==> src/rtl/chrono_pkg.sv <==
// +----------------------------------------------------------------------------+
// | chrono_pkg : shared types, limits and helpers for the chrono_core watch    |
// | Revision   : 1.0                                                           |
// +----------------------------------------------------------------------------+
`default_nettype none

package chrono_pkg;

    typedef enum logic [1:0] {
        MODE_CLOCK = 2'd0,
        MODE_EDIT  = 2'd1,
        MODE_ALARM = 2'd2,
        MODE_TIMER = 2'd3
    } mode_e;

    typedef enum logic [1:0] {
        FIELD_HI = 2'd0,
        FIELD_LO = 2'd1,
        FIELD_EN = 2'd2
    } field_e;

    localparam logic [4:0] HOUR_MAX = 5'd23;
    localparam logic [5:0] MIN_MAX  = 6'd59;
    localparam logic [6:0] TMIN_MAX = 7'd99;

    function automatic logic [3:0] mode_to_onehot(input mode_e m);
        return 4'b0001 << m;
    endfunction

    function automatic mode_e next_mode(input mode_e m);
        case (m)
            MODE_CLOCK: return MODE_EDIT;
            MODE_EDIT:  return MODE_ALARM;
            MODE_ALARM: return MODE_TIMER;
            default:    return MODE_CLOCK;
        endcase
    endfunction

endpackage

`default_nettype wire

==> src/rtl/btn_press.sv <==
// +----------------------------------------------------------------------------+
// | btn_press : hold counter turning a raw button into one registered pulse    |
// | Revision  : 1.0                                                            |
// +----------------------------------------------------------------------------+
`default_nettype none

module btn_press #(
    parameter int PRESS_CYCLES = 15_000_000
) (
    input  logic clk,
    input  logic reset,
    input  logic btn_i,
    output logic press_o
);

    localparam int              CNT_W    = $clog2(PRESS_CYCLES + 1);
    localparam logic [CNT_W-1:0] CNT_LAST = CNT_W'(PRESS_CYCLES - 1);
    localparam logic [CNT_W-1:0] CNT_SAT  = CNT_W'(PRESS_CYCLES);

    logic [CNT_W-1:0] cnt_q, cnt_d;
    logic             press_q, press_d;

    // The counter saturates so that only the crossing of CNT_LAST fires.
    always_comb begin
        cnt_d   = cnt_q;
        press_d = 1'b0;
        if (!btn_i) begin
            cnt_d = '0;
        end else begin
            if (cnt_q != CNT_SAT) begin
                cnt_d = cnt_q + CNT_W'(1);
            end
            press_d = (cnt_q == CNT_LAST);
        end
    end

    always_ff @(posedge clk) begin
        if (reset) begin
            cnt_q   <= '0;
            press_q <= 1'b0;
        end else begin
            cnt_q   <= cnt_d;
            press_q <= press_d;
        end
    end

    assign press_o = press_q;

endmodule

`default_nettype wire

==> src/rtl/chrono_core.sv <==
// +----------------------------------------------------------------------------+
// | chrono_core : 24 h clock, live edit, alarms and countdown timer for watch  |
// | Revision    : 1.0                                                          |
// +----------------------------------------------------------------------------+
`default_nettype none

module chrono_core
    import chrono_pkg::*;
#(
    parameter int CLK_HZ       = 100_000_000,
    parameter int PRESS_CYCLES = 15_000_000,
    parameter int NUM_ALARMS   = 2,
    parameter int ASEL_W       = (NUM_ALARMS > 1) ? $clog2(NUM_ALARMS) : 1
) (
    input  logic                  clk,
    input  logic                  reset,
    input  logic                  btn_mode,
    input  logic                  btn_shift,
    input  logic                  btn_inc,
    input  logic                  btn_start,
    output logic [6:0]            disp_hi,
    output logic [6:0]            disp_lo,
    output logic [3:0]            mode_onehot,
    output logic [1:0]            edit_field,
    output logic [ASEL_W-1:0]     alarm_sel,
    output logic [NUM_ALARMS-1:0] alarm_en,
    output logic [NUM_ALARMS-1:0] alarm_hit,
    output logic                  timer_running,
    output logic                  timer_done
);

    localparam int               DIV_W    = (CLK_HZ > 1) ? $clog2(CLK_HZ) : 1;
    localparam logic [DIV_W-1:0]  DIV_LAST = DIV_W'(CLK_HZ - 1);
    localparam logic [ASEL_W-1:0] SEL_LAST = ASEL_W'(NUM_ALARMS - 1);

    logic [DIV_W-1:0] div_q, div_d;
    logic             tick_w;

    logic [3:0] btn_raw_w, press_w;
    logic       act_mode_w, act_shift_w, act_inc_w, act_start_w, any_press_w;

    mode_e                 mode_q, mode_d;
    field_e                field_q, field_d;
    logic [4:0]            hh_q, hh_d;
    logic [5:0]            mm_q, mm_d, ss_q, ss_d;
    logic [4:0]            al_hh_q [NUM_ALARMS];
    logic [4:0]            al_hh_d [NUM_ALARMS];
    logic [5:0]            al_mm_q [NUM_ALARMS];
    logic [5:0]            al_mm_d [NUM_ALARMS];
    logic [ASEL_W-1:0]     sel_q, sel_d;
    logic [NUM_ALARMS-1:0] aen_q, aen_d, ahit_q, ahit_d;
    logic [6:0]            tmm_q, tmm_d;
    logic [5:0]            tss_q, tss_d;
    logic                  trun_q, trun_d, tdone_q, tdone_d;

    logic [4:0] clk_hh_w;
    logic [5:0] clk_mm_w, clk_ss_w;
    logic       min_roll_w;
    logic [6:0] disp_hi_d, disp_lo_d;

    assign tick_w = (div_q == DIV_LAST);
    assign div_d  = tick_w ? '0 : div_q + DIV_W'(1);

    assign btn_raw_w = {btn_start, btn_inc, btn_shift, btn_mode};

    for (genvar b = 0; b < 4; b++) begin : g_btn
        btn_press #(
            .PRESS_CYCLES (PRESS_CYCLES)
        ) u_btn (
            .clk     (clk),
            .reset   (reset),
            .btn_i   (btn_raw_w[b]),
            .press_o (press_w[b])
        );
    end

    // Only the highest-priority pulse acts: mode > shift > inc > start.
    assign act_mode_w  = press_w[0];
    assign act_shift_w = press_w[1] & ~press_w[0];
    assign act_inc_w   = press_w[2] & ~|press_w[1:0];
    assign act_start_w = press_w[3] & ~|press_w[2:0];
    assign any_press_w = |press_w;

    always_comb begin
        clk_ss_w   = ss_q + 6'd1;
        clk_mm_w   = mm_q;
        clk_hh_w   = hh_q;
        min_roll_w = 1'b0;
        if (ss_q == MIN_MAX) begin
            clk_ss_w   = '0;
            min_roll_w = 1'b1;
            if (mm_q == MIN_MAX) begin
                clk_mm_w = '0;
                clk_hh_w = (hh_q == HOUR_MAX) ? '0 : hh_q + 5'd1;
            end else begin
                clk_mm_w = mm_q + 6'd1;
            end
        end
    end

    always_comb begin
        mode_d  = mode_q;
        field_d = field_q;
        hh_d    = hh_q;
        mm_d    = mm_q;
        ss_d    = ss_q;
        al_hh_d = al_hh_q;
        al_mm_d = al_mm_q;
        sel_d   = sel_q;
        aen_d   = aen_q;
        ahit_d  = ahit_q;
        tmm_d   = tmm_q;
        tss_d   = tss_q;
        trun_d  = trun_q;
        tdone_d = tdone_q;

        if (any_press_w) begin
            ahit_d  = '0;
            tdone_d = 1'b0;
        end

        // An EDIT inc rewrites the time, so the coincident tick is dropped.
        if (tick_w && !(mode_q == MODE_EDIT && act_inc_w)) begin
            hh_d = clk_hh_w;
            mm_d = clk_mm_w;
            ss_d = clk_ss_w;
            if (min_roll_w) begin
                for (int i = 0; i < NUM_ALARMS; i++) begin
                    if (aen_q[i] && al_hh_q[i] == clk_hh_w && al_mm_q[i] == clk_mm_w) begin
                        ahit_d[i] = 1'b1;
                    end
                end
            end
        end

        if (tick_w && trun_q) begin
            if (tss_q == '0) begin
                tss_d = MIN_MAX;
                tmm_d = tmm_q - 7'd1;
            end else begin
                tss_d = tss_q - 6'd1;
            end
            if (tmm_q == '0 && tss_q == 6'd1) begin
                trun_d  = 1'b0;
                tdone_d = 1'b1;
            end
        end

        if (act_mode_w) begin
            mode_d  = next_mode(mode_q);
            field_d = FIELD_HI;
        end else begin
            case (mode_q)
                MODE_EDIT: begin
                    if (act_shift_w) field_d = (field_q == FIELD_HI) ? FIELD_LO : FIELD_HI;
                    if (act_inc_w) begin
                        if (field_q == FIELD_HI) hh_d = (hh_q == HOUR_MAX) ? '0 : hh_q + 5'd1;
                        else                     mm_d = (mm_q == MIN_MAX) ? '0 : mm_q + 6'd1;
                        ss_d = '0;
                    end
                end
                MODE_ALARM: begin
                    if (act_shift_w) begin
                        case (field_q)
                            FIELD_HI: field_d = FIELD_LO;
                            FIELD_LO: field_d = FIELD_EN;
                            default:  field_d = FIELD_HI;
                        endcase
                    end
                    if (act_inc_w) begin
                        case (field_q)
                            FIELD_HI: al_hh_d[sel_q] = (al_hh_q[sel_q] == HOUR_MAX) ? '0 : al_hh_q[sel_q] + 5'd1;
                            FIELD_LO: al_mm_d[sel_q] = (al_mm_q[sel_q] == MIN_MAX) ? '0 : al_mm_q[sel_q] + 6'd1;
                            default:  aen_d[sel_q]   = ~aen_q[sel_q];
                        endcase
                    end
                    if (act_start_w) sel_d = (sel_q == SEL_LAST) ? '0 : sel_q + ASEL_W'(1);
                end
                MODE_TIMER: begin
                    if (trun_q) begin
                        if (act_start_w) trun_d = 1'b0;
                    end else begin
                        if (act_shift_w) field_d = (field_q == FIELD_HI) ? FIELD_LO : FIELD_HI;
                        if (act_inc_w) begin
                            if (field_q == FIELD_HI) tmm_d = (tmm_q == TMIN_MAX) ? '0 : tmm_q + 7'd1;
                            else                     tss_d = (tss_q == MIN_MAX) ? '0 : tss_q + 6'd1;
                        end
                        if (act_start_w && (tmm_q != '0 || tss_q != '0)) trun_d = 1'b1;
                    end
                end
                default: ;
            endcase
        end
    end

    always_ff @(posedge clk) begin
        if (reset) begin
            div_q   <= '0;
            mode_q  <= MODE_CLOCK;
            field_q <= FIELD_HI;
            hh_q    <= '0;
            mm_q    <= '0;
            ss_q    <= '0;
            for (int i = 0; i < NUM_ALARMS; i++) begin
                al_hh_q[i] <= '0;
                al_mm_q[i] <= '0;
            end
            sel_q   <= '0;
            aen_q   <= '0;
            ahit_q  <= '0;
            tmm_q   <= '0;
            tss_q   <= '0;
            trun_q  <= 1'b0;
            tdone_q <= 1'b0;
        end else begin
            div_q   <= div_d;
            mode_q  <= mode_d;
            field_q <= field_d;
            hh_q    <= hh_d;
            mm_q    <= mm_d;
            ss_q    <= ss_d;
            al_hh_q <= al_hh_d;
            al_mm_q <= al_mm_d;
            sel_q   <= sel_d;
            aen_q   <= aen_d;
            ahit_q  <= ahit_d;
            tmm_q   <= tmm_d;
            tss_q   <= tss_d;
            trun_q  <= trun_d;
            tdone_q <= tdone_d;
        end
    end

    always_comb begin
        disp_hi_d = {2'b00, hh_q};
        disp_lo_d = {1'b0, mm_q};
        case (mode_q)
            MODE_ALARM: begin
                disp_hi_d = {2'b00, al_hh_q[sel_q]};
                disp_lo_d = {1'b0, al_mm_q[sel_q]};
            end
            MODE_TIMER: begin
                disp_hi_d = tmm_q;
                disp_lo_d = {1'b0, tss_q};
            end
            default: ;
        endcase
    end

    always_ff @(posedge clk) begin
        if (reset) begin
            disp_hi       <= '0;
            disp_lo       <= '0;
            mode_onehot   <= mode_to_onehot(MODE_CLOCK);
            edit_field    <= '0;
            alarm_sel     <= '0;
            alarm_en      <= '0;
            alarm_hit     <= '0;
            timer_running <= 1'b0;
            timer_done    <= 1'b0;
        end else begin
            disp_hi       <= disp_hi_d;
            disp_lo       <= disp_lo_d;
            mode_onehot   <= mode_to_onehot(mode_q);
            edit_field    <= field_q;
            alarm_sel     <= sel_q;
            alarm_en      <= aen_q;
            alarm_hit     <= ahit_q;
            timer_running <= trun_q;
            timer_done    <= tdone_q;
        end
    end

endmodule

`default_nettype wire

==> config.mk <==
export PLATFORM = sky130hd
export DESIGN_NAME = chrono_core
export DESIGN_NICKNAME = d
export VERILOG_FILES = /design/src/rtl/chrono_pkg.sv /design/src/rtl/btn_press.sv /design/src/rtl/chrono_core.sv
export SDC_FILE = /design/constraint.sdc
export NUM_CORES = 1
export LEC_CHECK = 0
export CORE_ASPECT_RATIO = 0.6
export CORE_MARGIN = 3
export CORE_UTILIZATION = 56
export DETAILED_ROUTE_END_ITERATION = 8
export PLACE_DENSITY_LB_ADDON = 0.1
export SYNTH_ARGS = -nofsm -noshare
export SYNTH_HDL_FRONTEND = slang
export SYNTH_HIERARCHICAL = 1
export SYNTH_SLANG_ARGS = --single-unit
==> constraint.sdc <==
create_clock -name clk -period 2.5 [get_ports clk]
set_clock_uncertainty 0.15 [all_clocks]
set_input_delay 0.75 -clock clk [delete_from_list [all_inputs] [get_ports clk]]
set_output_delay 0.75 -clock clk [all_outputs]
set_load 0.02 [all_outputs]
[Word-level counts from Yosys, hierarchy flattened]
Index checks and enable logic that the tools add are counted.
Storage, ports and cells
  register bits: 217
  bits in latches: 0
  bits in writable memories: 0
  bits in read-only memories: 0
  input bits: 6
  output and inout port bits: 27
  word-level logic and storage cells: 210
  memories: 0
Operators by class
  add/sub/neg operators: 15
  multiply operators: 0
  divide/modulo/power cells: 0
  $lt $le $gt $ge: 4
  equal/unequal tests: 27
  shift-type cells: 1
  multiplexer cells: 81
  bitwise logic cells: 11
  reduce and logical (&&, ||, !) cells: 37
Operators by type and width (number)
  $mux 6: 25
  $add 24x1->24 const B: 4
  $eq 24x24->1 const B: 4
  $ne 24x24->1 const B: 4
  $mux 5: 13
  $mux 7: 8
  $add 27x1->27 const B: 1
  $eq 27x27->1 const B: 1
  $add 6x1->6 const B: 4
  $eq 6x6->1 const B: 4
  $mux 1: 18
  $reduce_or 2->1: 8
  $pmux 7 s2: 1
  $bwmux 12: 1
  $eq 6x6->1: 2
  $mux 2: 6
  $pmux 2 s3: 2
  $pmux 6 s2: 1
  $reduce_and 4->1: 3
  $logic_and 1x1->1: 11
  $add 5x1->5 const B: 2
  $bwmux 10: 1
  $eq 5x5->1: 2
  $eq 5x5->1 const B: 2
  other kinds (33): 48

[Logic depth before layout (Yosys ltp)]
  depth after elaboration: 11
  mapped depth: 10
  mapped depth without buffers: 8

[Hierarchy]
The synthesis kept the hierarchy.
By module, submodules not included
  chrono_core: instances 1, cells each 743, area each 6129.6 um^2, seq. area each 2322.2 um^2
  btn_press: instances 4, cells each 145, area each 1275.0 um^2, seq. area each 500.5 um^2

[Least setup slack after synthesis]
OpenSTA, ideal clock, no wires.
  kind: register -> register
  from: register mm_q[0]
  to: register ahit_q[0]
  library setup time: 69 ps
  arrival time: 2343 ps
  data required time: 2281 ps
  path slack: -62 ps
  stages on the path, launching flop included: 9
  path buffers: 1
  period minus slack after synthesis: 2562 ps
  path through: dfxtp_1 -> ha_1 -> clkbuf_1 -> nand2b_1 -> nor4_4 -> mux2i_1 -> xnor2_1 -> or4_1 -> o21ai_1
On the way
  word-level cells in the longest chain between the ends: 9
  elaborated cells between the ends (all ways): 13
  those cells by class: add/sub (1); eq/ne (3); mux (7); reduce/logical (2)
Ends and longest elaborated chain
  from (decl): line chrono_core.sv:45  | logic [5:0] mm_q, mm_d, ss_q, ss_d;
  from (signal assigned): line chrono_core.sv:220  | mm_q <= mm_d;
  branches (longest 5 deep; another with $add 6x1->6)
  $logic_and 1x1->1 (*): line chrono_core.sv:129  | if (aen_q[i] && al_hh_q[i] == clk_hh_w && al_mm_q[i] == clk_mm_w) begin
  $mux 1 (*): line chrono_core.sv:129
  $mux 2 (*): line chrono_core.sv:127  | if (min_roll_w) begin
  $mux 2 (*): line chrono_core.sv:123  | if (tick_w && !(mode_q == MODE_EDIT && act_inc_w)) begin
  to (signal assigned): line chrono_core.sv:226  | ahit_q <= ahit_d;
  to (decl): line chrono_core.sv:51  | logic [NUM_ALARMS-1:0] aen_q, aen_d, ahit_q, ahit_d;
Every way passes the cells marked *.
A chain may end at the register's enable or synchronous reset.

[Final worst setup path]
  from: register ss_q[0]
  to: register ahit_q[0]
On the way
  word-level cells in the longest chain between the ends: 8
  elaborated cells between the ends (all ways): 11
  those cells by class: eq/ne (3); mux (6); reduce/logical (2)
Ends and longest elaborated chain
  from (decl): line chrono_core.sv:45
  from (signal assigned): line chrono_core.sv:221  | ss_q <= ss_d;
  $eq 6x6->1 (*): line chrono_core.sv:89  | if (ss_q == MIN_MAX) begin
  $mux 5: line chrono_core.sv:89
  $eq 5x5->1: line chrono_core.sv:129
  $logic_and 1x1->1 (2 in a row): line chrono_core.sv:129
  $mux 1: line chrono_core.sv:129
  $mux 2 (*): line chrono_core.sv:127
  $mux 2 (*): line chrono_core.sv:123
Mark *: on every way between the ends. The rest lies on a longest branch, timed or not.

==> results by group <==
Status
  – Status: complete, no violations

Critical path
  – Path type of the worst setup path: reg -> reg
  – Crit path max-delay family: simple AND/OR/NAND/NOR gates
  – Buf/Inv on CP: 0
  – CP startpoint kind: flop
  – Arrival time worst endpoint: 2.78 ns
  – CP max FO: 7
  – R2R Setup Slk: 0.02 ns
  – Peak per-stage delay on the critical path: 0.49 ns
  – Slowest cell on the critical path: or4b_4
  – CP endpoint kind: flop
  – Critical path, cell by cell: ha_4 > nand3b_4 > nor4_4 > mux2i_1 > xnor2_1 > nor3_1 > or4b_4 > o21ai_2
  – Worst path required time: 2.80 ns

Synthesis
  – Synth area leader: dfxtp_1
  – Flops & latches, synth: 216
  – Cell area after synthesis: 0.01123 mm^2
  – EDFF count, synth: 0
  – Synth Area per Inst: 8.488 um^2
  – Post-synth top cells: 216 x dfxtp_1, 140 x nor2_1, 108 x a21oi_1
  – Synth warn: 6
  – Synth top area share: 38.51%
  – Synth cell types: 64
  – Ys async rst share: 0%
  – Synth top area cells: dfxtp_1 39%, xor2_1 5.6%, a21oi_1 4.8%, nor2_1 4.7%, nand3_1 2.9%
  – Synth Flop Type: dfxtp_1
  – Syn Inst Count: 1323
  – Register area share after synthesis: 38.51%
  – Mapped Nets: 1353
  – Most frequent cell after synthesis: dfxtp_1

CTS
  – Max Root-Sink Buffers: 3
  – H-tree depth: 1
  – CTS root buf: clkbuf_16
  – TritonCTS clock tree: built
  – Clock slew at reported path FFs: 0.07 ns
  – Clock sink total: 216
  – Number of CTS-inserted buffers: 21
  – Clk Latency, worst-skew pair: 0.51 ns

Flow run
  – Max_cap viols: 0

Power and ir drop
  – Power per cell area: 539.7 mW/mm^2
  – Leak: 4.385 nW
  – P_int: 5.504 mW
  – Peak VDD IR: 512.6 uV
  – Switch share: 20.84%
  – Psw: 1.449 mW
  – Clk pwr share: 48.4%
  – Logic gate share of total power: 1.9%
  – Pwr Total: 6.953 mW
  – Seq pwr share: 49.7%

Detailed routing
  – Antenna viol nets, final: 0
  – Post-route DRC: 0
  – WL/cell: 16.24 um
  – DR vias/cell: 5.913
  – Initial DRC Count: 800
  – DRT Pass-1 Iters: 5
  – Post-Route WL: 26840 um
  – Via count: 9774

GRT
  – First-pass GRT wire length: 44730 um
  – Vias in the first global route: 8681
  – Largest net degree at the start of global routing: 45
  – GR Overflow Total: 0
  – GRT Resource Usage Total: 24.35%
  – Antenna violations before repair: 0

Timing
  – Min Hold Slack: 0.3171 ns
  – Tcrit/Tclk final: 99.19%
  – # setup viols final: 0
  – Fmax: 0.4033 GHz
  – Slew headroom: 65.40%
  – Slew at the pin closest to its max-slew limit: 0.5117 ns
  – Minimum clock period: 2.480 ns
  – RSZ-0062 raised after global routing: yes
  – Count of final hold-check violations: 0
  – Max-slew violations: 0

Floorplan
  – Die height: 115.7 um
  – Die X: 188.8 um
  – Die area: 0.02184 mm^2
  – Ports: 33
  – Core area: 0.01932 mm^2
  – Initial core utilization: 58.11%
  – Rows: 39

Finish
  – Diode count: 0
  – Final Util: 66.67%
  – Nets: 1403
  – Fraction of layout cells with a size suffix above 1: 11.75%
  – Layout area overhead: 14.73%

Place
  – I/O Buffers: 31
  – Post-DP HPWL: 19210 um
  – GP Congestion: 0.9395

Hold path
  – HP Class: reg -> reg
stage by stage:
step	worst slack (ns)	TNS (ns)	instances	cell area [um^2]
6_report	0.02025	0	1653	12880
5_1_grt	-0.09690	-0.09690	1653	12880
4_1_cts	0.004282	0	1648	12750
3_5_place_dp	-0.004503	-0.004503	1611	12020
3_3_place_gp	0.06330	0	1611	12020
2_1_floorplan	0.02913	0	1323	11240
sequential cells by signal, indices dropped and copies added, names as in the netlist, 6 cells and up:
| signal | flops |
|---|---|
| mm_q | 6 |
| al_mm_q | 12 |
| ss_q | 6 |
| g_btn.u_btn/cnt_q | 96 |
| al_hh_q | 10 |
| disp_lo | 6 |
| disp_hi | 7 |
| div_q | 27 |
| tss_q | 6 |
| tmm_q | 7 |
cell families (layout without fill, tap and decap cells):
family	after synthesis	after routing	share of synthesized area [%]
buffers and inverters	106	170	4.546
XOR/XNOR	98	98	7.643
adder cells (fa/ha/maj)	24	24	2.674
flip-flops	216	216	38.51
multiplexers	33	33	3.064
AND/OR/NAND/NOR	595	595	30.03
other	1	1	0.03339
AO/OA/AOI/OAI	250	250	13.50
worst reg2reg max path: cells and delay by family, from the launching register on:
kind                       cells  cell delay, ns
xor gates and xnor gates       1            0.11
muxes                          1            0.26
and+or+nand+nor                4            1.26
DFF                            1            0.37
AOI/OAI and AO/OA              1            0.12
adders and majority gates      1            0.15
per-layer routing:
metal,up-vias,global-route usage (%),part of all wire (%)
met5,-,0,0
met1,4497,39.46,52
met4,0,3.966,1.4
li1,4909,-,-
met3,35,5.048,8.2
met2,333,32.99,38
power by group through the flow:
stage | Clock [mW] | Combinational [mW] | Sequential (mW)
2_1_floorplan | 0 | 0.0798 | 3.54
5_1_grt | 3.57 | 0.145 | 3.46
3_5_place_dp | 0 | 0.130 | 3.54
3_3_place_gp | 0 | 0.129 | 3.54
4_1_cts | 3.44 | 0.130 | 3.46
6_report | 3.36 | 0.131 | 3.46
area by class of cell:
type	count	area (um^2)
clock buffer	29	605.6
inverter	31	116.4
timing repair buffer	102	875.8
tap	266	332.8
clock inverter	8	125.1
multi-input combinational	1001	6494
fill	1657	6440
sequential	216	4334
layout by cell type (no fill, tap or decap), drive strengths merged, types with 6 or more instances in the layout:
cell / Yosys / layout
buf: 29 / 72
o211ai: 11 / 11
and4: 18 / 18
nor4b: 8 / 8
nand4: 44 / 44
or3: 22 / 22
a211oi: 17 / 17
dfxtp: 216 / 216
and2: 15 / 15
o21ai: 42 / 42
or2: 9 / 9
nand2: 85 / 85
nand3b: 6 / 6
clkdlybuf4s50: 0 / 30
ha: 24 / 24
o31ai: 32 / 32
clkbuf: 46 / 29
mux2i: 22 / 22
or4: 37 / 37
inv: 31 / 33
nand2b: 22 / 22
xnor2: 26 / 26
xor2: 72 / 72
nor2: 140 / 140
nor2b: 15 / 15
nor4bb: 9 / 9
a21oi: 108 / 108
nand3: 72 / 72
a22oi: 12 / 12
nor3: 39 / 39
mux2: 11 / 11
nor4: 14 / 14
and3: 22 / 22
path summary, 6_finish.rpt:
check / start / end / cells after the start
max: ss_q[0]$_SDFF_PP0_ / ahit_q[0]$_SDFF_PP0_ / 8
min: tdone_q$_SDFF_PP0_ / tdone_q$_SDFF_PP0_ / 2
max reg2reg: ss_q[0]$_SDFF_PP0_ / ahit_q[0]$_SDFF_PP0_ / 8
min reg2reg: tdone_q$_SDFF_PP0_ / tdone_q$_SDFF_PP0_ / 2
what timing repair did:
action / in CTS / in global routing
hold buffers: 0 / 0
buffers inserted: 0 / 5
pin swaps: 0 / 5
setup endpoints to repair: 2 / 12
resized for setup: 2 / 19
Note: power is estimated with default switching activity, not from simulation.
==> edit (same flow settings) <==
Compare `div_q` against `DIV_LAST` with >= in place of ==.
--- a/src/rtl/chrono_core.sv
+++ b/src/rtl/chrono_core.sv
@@ -59,5 +59,5 @@
     logic [6:0] disp_hi_d, disp_lo_d;
 
-    assign tick_w = (div_q == DIV_LAST);
+    assign tick_w = (div_q >= DIV_LAST);
     assign div_d  = tick_w ? '0 : div_q + DIV_W'(1);
 
Behaviour: no difference found for any inputs over 4 cycles, from zero or initial values and one cycle with reset high; that may be too few to reach the edited logic, so the function may still have changed.
==> edit against the unedited design <==
Routed wire length up 5.5%. Final area up 3.4%. Power up 4.8%. Critical path type unchanged. Synthesized area up 2.4%. Sequential share of layout area down 1.1 points. Highest routed layer unchanged. Synthesized cell count up 2.9%. Worst hold slack better by 0.013 ns. Sequential cell count unchanged. Worst setup slack better by 0.011 ns.
==> edit: results (changes against the unedited design) <==
metric,value,unit,change
r2r_cells,9,,+1
clkbuf_count,33,,+14%
num_vias,10253,,+4.9%
dr_wl_met2,11300,um,+9.3%
whs,0.330,ns,+0.0130 ns
cp-startpoint,mm_q[0],,
dpl_worst_slack,-0.0633,ns,-0.0588 ns
cp_slowest_cell,or4_1,,
seq_area_frac_synth,0.376,,-0.00901
grt_pass1_vias,8856,,+2.0%
wl_met3,1940,um,-12%
post_drt_wl_per_cell,16.6,um,+2.4%
fin_util,0.680,,+0.0137
met1Wirelength,14700,um,+5.5%
drtIter0Drc,963,,+20%
grtUsageMet1,0.396,,+0.00138
arrival,2.76,ns,-0.02 ns
grt_use_total,0.246,,+0.00260
status,"finished, final reports clean",,
post_dp_cell_area,0.0123,mm2,+2.3%
grt_max_degree,38,,-16%
seq_share,0.325,,-0.0113
max_stage_delay,0.54,ns,+0.05 ns
multi_input_area_share,0.505,,+0.000667
bufAreaShareNonClock,0.0735,,+0.00550
crit_fanout,6,,-1
min_to,g_btn[0].u_btn/cnt_q[23],,
irDropWorstVdd,0.504,mV,-1.7%
post-dp-hpwl,20000,um,+4.0%
first_pass_iters,7,,+2
synth_cell_type_count,75,,+17%
grtUsageMet2,0.346,,+0.0163
tightest_slew,0.842,ns,+0.330 ns
multi_input_area,0.00672,mm2,+3.5%
p_leak,4.54,nW,+3.5%
drive_gt1_frac,0.123,,+0.00565
clkCellAreaFrac,0.0610,,+0.00427
met3_usage,0.0357,,-0.0148
grt_pass1_wl,45800,um,+2.4%
cts_buffers,22,,+4.8%
[edit: cell types whose count changed after synthesis, sizes merged, moves of 6 or more]
cell    delta
or3        -8
nor3       -6
nor2      +12
mux2i     +10
nand2     +11
inv        +7
a211oi    -10
[edit: cells by family (layout without fill, tap and decap cells)]
family                   after synthesis  in the layout  share of synthesized area
buffers and inverters                116            191                     0.0490
other                                  1              1                   0.000326
XOR/XNOR                              97             97                     0.0739
AND/OR/NAND/NOR                      602            602                      0.289
multiplexers                          41             41                     0.0367
AO/OA/AOI/OAI                        264            264                      0.148
flip-flops                           216            216                      0.376
adder cells (fa/ha/maj)               25             25                     0.0272
[edit: power breakdown]
group          total (mW)  switching, mW  internal [mW]  leakage, nW
logic               0.187          0.115         0.0727         2.40
clock network        3.62           1.39           2.23        0.394
registers            3.48         0.0225           3.46         1.74
total                7.29           1.52           5.76         4.54
